File: src/rtl/dds_phase_gen.sv
// dds_phase_gen: phase-accumulator address generator for a sine lookup ROM.
// Issues one ROM address per cycle while running. The data-side strobes
// (dat_vld, dat_wrap, done) are delayed one cycle so they line up with the
// ROM's registered read data.
//
//   state  | meaning
//   -------+-----------------------------------------------------------
//   IDLE   | waiting for start; all strobes low
//   RUN    | one address issued per cycle, phase advanced by ftw_q
//   FLUSH  | no address; last ROM word returns; done pulses
module dds_phase_gen #(
  parameter int AW = 8,
  parameter int PW = 32,
  parameter int CW = 16
) (
  input  logic          clk,
  input  logic          rst,
  input  logic          start,
  input  logic          stop,
  input  logic [PW-1:0] ftw,
  input  logic [AW-1:0] poff,
  input  logic [CW-1:0] burst_len,
  output logic          busy,
  output logic          rom_ce,
  output logic [AW-1:0] rom_addr,
  output logic          dat_vld,
  output logic          dat_wrap,
  output logic          done
);

  typedef enum logic [1:0] {
    S_IDLE  = 2'd0,
    S_RUN   = 2'd1,
    S_FLUSH = 2'd2
  } state_t;

  state_t        state_q, state_d;

  // Burst configuration captured when start is accepted.
  logic [PW-1:0] ftw_q, ftw_d;
  logic [AW-1:0] poff_q, poff_d;
  logic [CW-1:0] len_q, len_d;

  // phase_q holds the phase of the NEXT address to issue; carry_q is the
  // wrap flag belonging to that same phase, so both travel together.
  logic [PW-1:0] phase_q, phase_d;
  logic          carry_q, carry_d;
  logic [CW-1:0] cnt_q, cnt_d;

  // Address stage.
  logic          busy_q, busy_d;
  logic          rom_ce_q, rom_ce_d;
  logic [AW-1:0] rom_addr_q, rom_addr_d;
  logic          wrap_q, wrap_d;

  // Data stage, aligned with ROM read data.
  logic          dat_vld_q, dat_vld_d;
  logic          dat_wrap_q, dat_wrap_d;
  logic          done_q, done_d;

  logic [PW:0]   phase_sum;
  logic [AW-1:0] next_addr;
  logic          last_issued;

  // Datapath helpers: next phase with its carry, and the address for phase_q.
  always_comb begin
    phase_sum   = {1'b0, phase_q} + {1'b0, ftw_q};
    next_addr   = phase_q[PW-1 -: AW] + poff_q;
    // A zero length means continuous, so the count compare is disabled.
    last_issued = (len_q != '0) && (cnt_q == len_q);
  end

  // Next-state and next-output logic for the controller and both stages.
  always_comb begin
    state_d    = state_q;
    ftw_d      = ftw_q;
    poff_d     = poff_q;
    len_d      = len_q;
    phase_d    = phase_q;
    carry_d    = carry_q;
    cnt_d      = cnt_q;
    busy_d     = busy_q;
    rom_ce_d   = 1'b0;
    rom_addr_d = rom_addr_q;
    wrap_d     = 1'b0;
    dat_vld_d  = rom_ce_q;
    dat_wrap_d = wrap_q & rom_ce_q;
    done_d     = 1'b0;

    case (state_q)
      S_IDLE: begin
        // start together with stop is treated as a cancelled request.
        if (start && !stop) begin
          state_d    = S_RUN;
          ftw_d      = ftw;
          poff_d     = poff;
          len_d      = burst_len;
          // Address 0 (phase 0) goes out right away; accumulator jumps to
          // phase 1, whose carry out of 0 + ftw is always zero.
          phase_d    = ftw;
          carry_d    = 1'b0;
          cnt_d      = CW'(1);
          busy_d     = 1'b1;
          rom_ce_d   = 1'b1;
          rom_addr_d = poff;
          wrap_d     = 1'b0;
        end
      end

      S_RUN: begin
        if (stop || last_issued) begin
          state_d = S_FLUSH;
          done_d  = 1'b1;
        end else begin
          rom_ce_d   = 1'b1;
          rom_addr_d = next_addr;
          wrap_d     = carry_q;
          phase_d    = phase_sum[PW-1:0];
          carry_d    = phase_sum[PW];
          cnt_d      = cnt_q + CW'(1);
        end
      end

      S_FLUSH: begin
        state_d = S_IDLE;
        busy_d  = 1'b0;
      end

      default: begin
        state_d = S_IDLE;
        busy_d  = 1'b0;
      end
    endcase
  end

  // State and output registers; reset clears everything at once.
  always_ff @(posedge clk or posedge rst) begin
    if (rst) begin
      state_q    <= S_IDLE;
      ftw_q      <= '0;
      poff_q     <= '0;
      len_q      <= '0;
      phase_q    <= '0;
      carry_q    <= 1'b0;
      cnt_q      <= '0;
      busy_q     <= 1'b0;
      rom_ce_q   <= 1'b0;
      rom_addr_q <= '0;
      wrap_q     <= 1'b0;
      dat_vld_q  <= 1'b0;
      dat_wrap_q <= 1'b0;
      done_q     <= 1'b0;
    end else begin
      state_q    <= state_d;
      ftw_q      <= ftw_d;
      poff_q     <= poff_d;
      len_q      <= len_d;
      phase_q    <= phase_d;
      carry_q    <= carry_d;
      cnt_q      <= cnt_d;
      busy_q     <= busy_d;
      rom_ce_q   <= rom_ce_d;
      rom_addr_q <= rom_addr_d;
      wrap_q     <= wrap_d;
      dat_vld_q  <= dat_vld_d;
      dat_wrap_q <= dat_wrap_d;
      done_q     <= done_d;
    end
  end

  assign busy     = busy_q;
  assign rom_ce   = rom_ce_q;
  assign rom_addr = rom_addr_q;
  assign dat_vld  = dat_vld_q;
  assign dat_wrap = dat_wrap_q;
  assign done     = done_q;

endmodule

File: config.mk
export PLATFORM = sky130hd
export DESIGN_NAME = dds_phase_gen
export DESIGN_NICKNAME = d
export VERILOG_FILES = /design/src/rtl/dds_phase_gen.sv
export SDC_FILE = /design/constraint.sdc
export NUM_CORES = 1
export LEC_CHECK = 0
export CORE_UTILIZATION = 62
export DETAILED_ROUTE_END_ITERATION = 10
export GPL_TIMING_DRIVEN = 0
export PLACE_DENSITY_LB_ADDON = 0.12
export SLEW_MARGIN = 20
export SYNTH_ARGS = -nofsm -noshare
export SYNTH_HDL_FRONTEND = slang
export SYNTH_SLANG_ARGS = --single-unit
File: constraint.sdc
create_clock -name clk -period 7.87 [get_ports clk]
set_input_delay 1.1805 -clock clk [delete_from_list [all_inputs] [get_ports clk]]
set_output_delay 1.1805 -clock clk [all_outputs]
set_load 0.01 [all_outputs]
# == After elaboration in Yosys (flattened, before gate mapping) ==
# Index checks and enable logic that the tools add are counted.
# classes
mux,24
n_reduce_logical,11
shift,0
eq_ne,5
bitwise_logic,2
n_mul,0
order_cmp,0
n_addsub,3
div,0
# op_table
operator,n
2-to-1 mux 32 bit,2
one-hot mux 32 bit (2 select lines),1
adder 32 x 32 -> 33 bit,1
2-to-1 mux 16 bit,2
one-hot mux 16 bit (2 select lines),1
"adder 16 x 1 -> 16 bit, second input constant",1
equality test 16 bit,1
2-to-1 mux 8 bit,2
one-hot mux 8 bit (2 select lines),1
nonzero test 16 bit,1
2-to-1 mux 1 bit,9
adder 8 bit,1
"!= test 2 bit, second input constant",3
one-hot mux 1 bit (2 select lines),3
AND reduction 2 bit,3
2-to-1 mux 2 bit,2
one-hot mux 2 bit (2 select lines),1
AND reduction 3 bit,1
"equality test 2 x 1 -> 1 bit, second input constant",1
logical AND 1 bit,2
zero test 2 bit,1
nonzero test 2 bit,1
bitwise AND 1 bit,1
zero test 1 bit,1
2 further kinds,2
# totals
register_bits,121
memories,0
mem_bits_rw,0
wordCells,59
output_inout_bits,13
input_bits,60
mem_bits_ro,0
latchBits,0

# == Logic depth before layout (Yosys ltp) ==
# logic_depth
word_depth,5
depth_mapped,11
ltp_nobuf,11

# == Worst setup path after synthesis ==
# Ideal clock, no wire load.
# synth_path
path_kind,reg-to-reg
from,register ftw_q[0]
to,register phase_q[26]
arrival_ns,2.676
required_time_ns,7.797
n_path_buf,0
setup_ns,0.073
path_slack_ns,5.121
period_less_slack_ns,2.749
path_stages_with_launch,12
path_cell_list,dfrtp_1 -> ha_1 -> fa_1 -> a21o_1 -> a221o_2 -> a211oi_2 -> o31a_4 -> o31ai_4 -> nand2_2 -> nor2_2 -> mux2_4 -> a21oi_2
# synth_between
elab_chain_cells,3
# synth_rtl
element,line_no,source
from (decl),40,"logic [PW-1:0] ftw_q, ftw_d;"
from (signal assigned),155,ftw_q <= ftw_d;
adder 32 x 32 -> 33 bit,67,"phase_sum = {1'b0, phase_q} + {1'b0, ftw_q};"
2-to-1 mux 32 bit,111,if (stop || last_issued) begin
one-hot mux 32 bit (2 select lines),90,case (state_q)
to (signal assigned),158,phase_q <= phase_d;
to (decl),46,"logic [PW-1:0] phase_q, phase_d;"
# Every way passes these cells. The select of a mux whose other input is x is not followed.
# A chain may end at the register's enable or synchronous reset.

# == Final worst setup path ==
# layout_path
from,input port stop
to,register ftw_q[26]
# layout_between
elab_chain_cells,3
# layout_rtl
element,line_no,source
from (decl),19,"input logic stop,"
zero test 1 bit,93,if (start && !stop) begin
logical AND 1 bit,93,
AND reduction 2 bit (no line),--,
# Every way passes these cells.

==> results.yml <==
outcome:
  status: "finished, final reports clean"
finish:
  num_antenna_cells: 0
  drive_gt1_frac: 0.0645
  mostFrequentLayoutCell: "nand2_1"
  layout_common_cells: "227 x nand2_1, 121 x dfrtp_1, 72 x clkdlybuf4s50_1"
  n_fill_cell: 756
  instances_no_fill: 1055
  post-route-util: 0.783
  areaGrowthSynthToFinish_pct: 22.2
  fin_nets: 1004
worst_setup_path:
  path_class: "input port to flop"
  end_kind: "flop"
  timing.rr.start: "phase_q[0]"
  critPathRequiredTime_ps: 8340
  cp-start-kind: "input port"
  critPathCapture: "ftw_q[26]"
  r2r_end: "phase_q[30]"
  crit_path_max_fanout: 10
  reg2regPathDepth: 11
  cp-startpoint: "stop"
  critPathArrivalTime_ps: 3690
  r2r_setup_slack_ps: 4740
synth:
  synth.top_cells.by_area: "dfrtp_1 43%, nand2_1 12%, ha_1 7.2%"
  avgSynthCellArea_sq_um: 8.61
  postSynthCellCount: 810
  yosys_warnings: 0
  synth_top_area_frac: 0.434
  ys_seq_elements: 121
  ys_types: 60
  seq_area_frac_synth: 0.434
  synth_area_sq_um: 6970
  yosysTopAreaCell: "dfrtp_1"
  synth_ff_type: "dfrtp_1"
  synth.net_count: 912
  synth_edf_count: 0
  synthArstFlopShare: 1.00
clock_tree:
  htree_levels: 4
  cts_resized: 0
  clock_latency_ps: 530
  clock-sinks: 121
  clock_path_buffers: 2
  cts_made_buffers: 17
  clkTransAtPathRegs_ps: 60
  root_buffer: "clkbuf_8"
  post_cts.repair.setup_buffers: 0
  hold_buffers: 0
  cts_tree: "yes"
sta:
  worst_slew_pin_slew_ps: 894
  drv_slew: 0
  rsz0062_at_grt: "no"
  finalCritPeriodShare: 0.410
  skew_ps: 8.40
  layout_min_cycle_time_ps: 3220
  fmaxAchievable_ghz: 0.310
  slew_headroom: 0.395
  fin_setup_tns_ps: 0
  setup_viol: 0
  finalHoldViolCount: 0
placed_design:
  globalplace.congestion: 0.953
  dp_hpwl_um: 13100
  port_buffers: 72
  dp_cells: 1023
global_routing:
  antenna_found_initial: 0
  grt_pass1_wl_um: 30300
  track_usage: 0.341
  overflow: 0
  grt_max_degree: 79
  grt_pass1_vias: 6291
routing:
  drtIter0Drc: 462
  routed_wl_um: 18300
  wl_per_cell_um: 17.4
  drc: 0
  drtPass1Iterations: 5
  viasPerCell: 5.87
  drtAntennaViolNets: 0
  via_count: 6189
die:
  die_area_sq_um: 11700
  core_sq_um: 10900
  initial_core_util: 0.640
  rows: 38
  die_y_um: 108
  die_x_um: 108
  ioPinCount: 73
power:
  vdd_ir_drop_max_uv: 238
  power.density_nw_per_um2: 373
  p_leak_nw: 4.01
worst_hold_path:
  hold_path.class: "flop to flop"
flow_run:
  cap_violations: 0
## cells by family (layout without fill, tap and decap cells)
| logic type | after synthesis | in the layout | synth area share |
|---|---|---|---|
| xor gates and xnor gates | 63 | 63 | 0.0791 |
| AOI/OAI and AO/OA | 156 | 156 | 0.143 |
| muxes | 3 | 3 | 0.00502 |
| buffers and inverters | 51 | 156 | 0.0305 |
| and+or+nand+nor | 374 | 374 | 0.231 |
| DFF | 121 | 121 | 0.434 |
| adders and majority gates | 42 | 42 | 0.0775 |
## metal layers
| layer | vias up | GRT usage | part of all wire |
|---|---|---|---|
| li1 | 2947 | - | - |
| met1 | 2997 | 0.428 | 0.44 |
| met2 | 213 | 0.578 | 0.49 |
| met3 | 32 | 0.0747 | 0.056 |
| met4 | 0 | 0.119 | 0.020 |
| met5 | - | 0 | 0 |
## where the power goes
part	switching (mW)	total (mW)	internal [mW]
registers	0.138	0.939	0.801
clock network	0.285	0.816	0.531
logic	0.811	1.43	0.616
total	1.23	3.18	1.95
## critical path, stage by stage
cell             delay, ps
clkdlybuf4s50_1        510
nor4b_1                780
clkbuf_1               470
buf_1                  520
nand2_1                130
nand2_1                 90
## cell usage after synthesis (all sizes together) (4+ instances only)
master  count
dfrtp     121
nor2       64
a21oi      53
nand4      13
nor2b       8
o211ai     13
and3        7
nand2b      6
a31oi      10
clkbuf     26
nand3      21
a21o       12
nand2     228
nor4        9
inv        12
buf        13
o21bai      4
ha         40
and2        4
xnor2      34
o21ai      44
xor2       29
nor3        4
## area by class of cell
cell class	count	area, sq um	area share
Clock inverter	11	170	0.0200
Clock buffer	21	449	0.0527
Inverter	12	50.0	0.00587
Buffer	39	168	0.0197
Timing Repair Buffer	73	748	0.0878
Tap cell	140	175	0.0206
Multi-Input combinational cell	638	3730	0.438
Sequential cell	121	3030	0.355
## stage by stage
| stage | cell area (sq um) | total power [mW] | hold slack, ps | worst slack (ps) |
|---|---|---|---|---|
| 6_report | 8520 | 3.18 | 402 | 4650 |
| 5_1_grt | 8520 | 3.41 | 423 | 4400 |
| 4_1_cts | 8520 | 3.17 | 403 | 4670 |
| 3_5_place_dp | 7900 | 2.34 | 397 | 4140 |
| 3_3_place_gp | 7870 | 2.28 | 379 | 1860 |
| 2_1_floorplan | 6970 | 1.98 | 428 | 3480 |
## sequential cells by signal (all words and copies together), names as in the netlist
register,cells
ftw_q,32
phase_q,32
cnt_q,16
len_q,16
poff_q,8
rom_addr,8
state_q,2
busy,1
carry_q,1
dat_vld,1
dat_wrap,1
done,1
rom_ce,1
wrap_q,1
## how the worst min path moves through the flow
| stage | from | endpoint | cells after the start |
|---|---|---|---|
| global placement | rom_ce | dat_vld | 0 |
| finish | rom_ce | dat_vld | 0 |
| detailed placement | rom_ce | dat_vld | 0 |
| CTS | rom_ce | dat_vld | 0 |
| floorplan | rom_ce | dat_vld | 0 |
| global route | rom_ce | dat_vld | 0 |
Note: power is estimated with default switching activity, not from simulation.
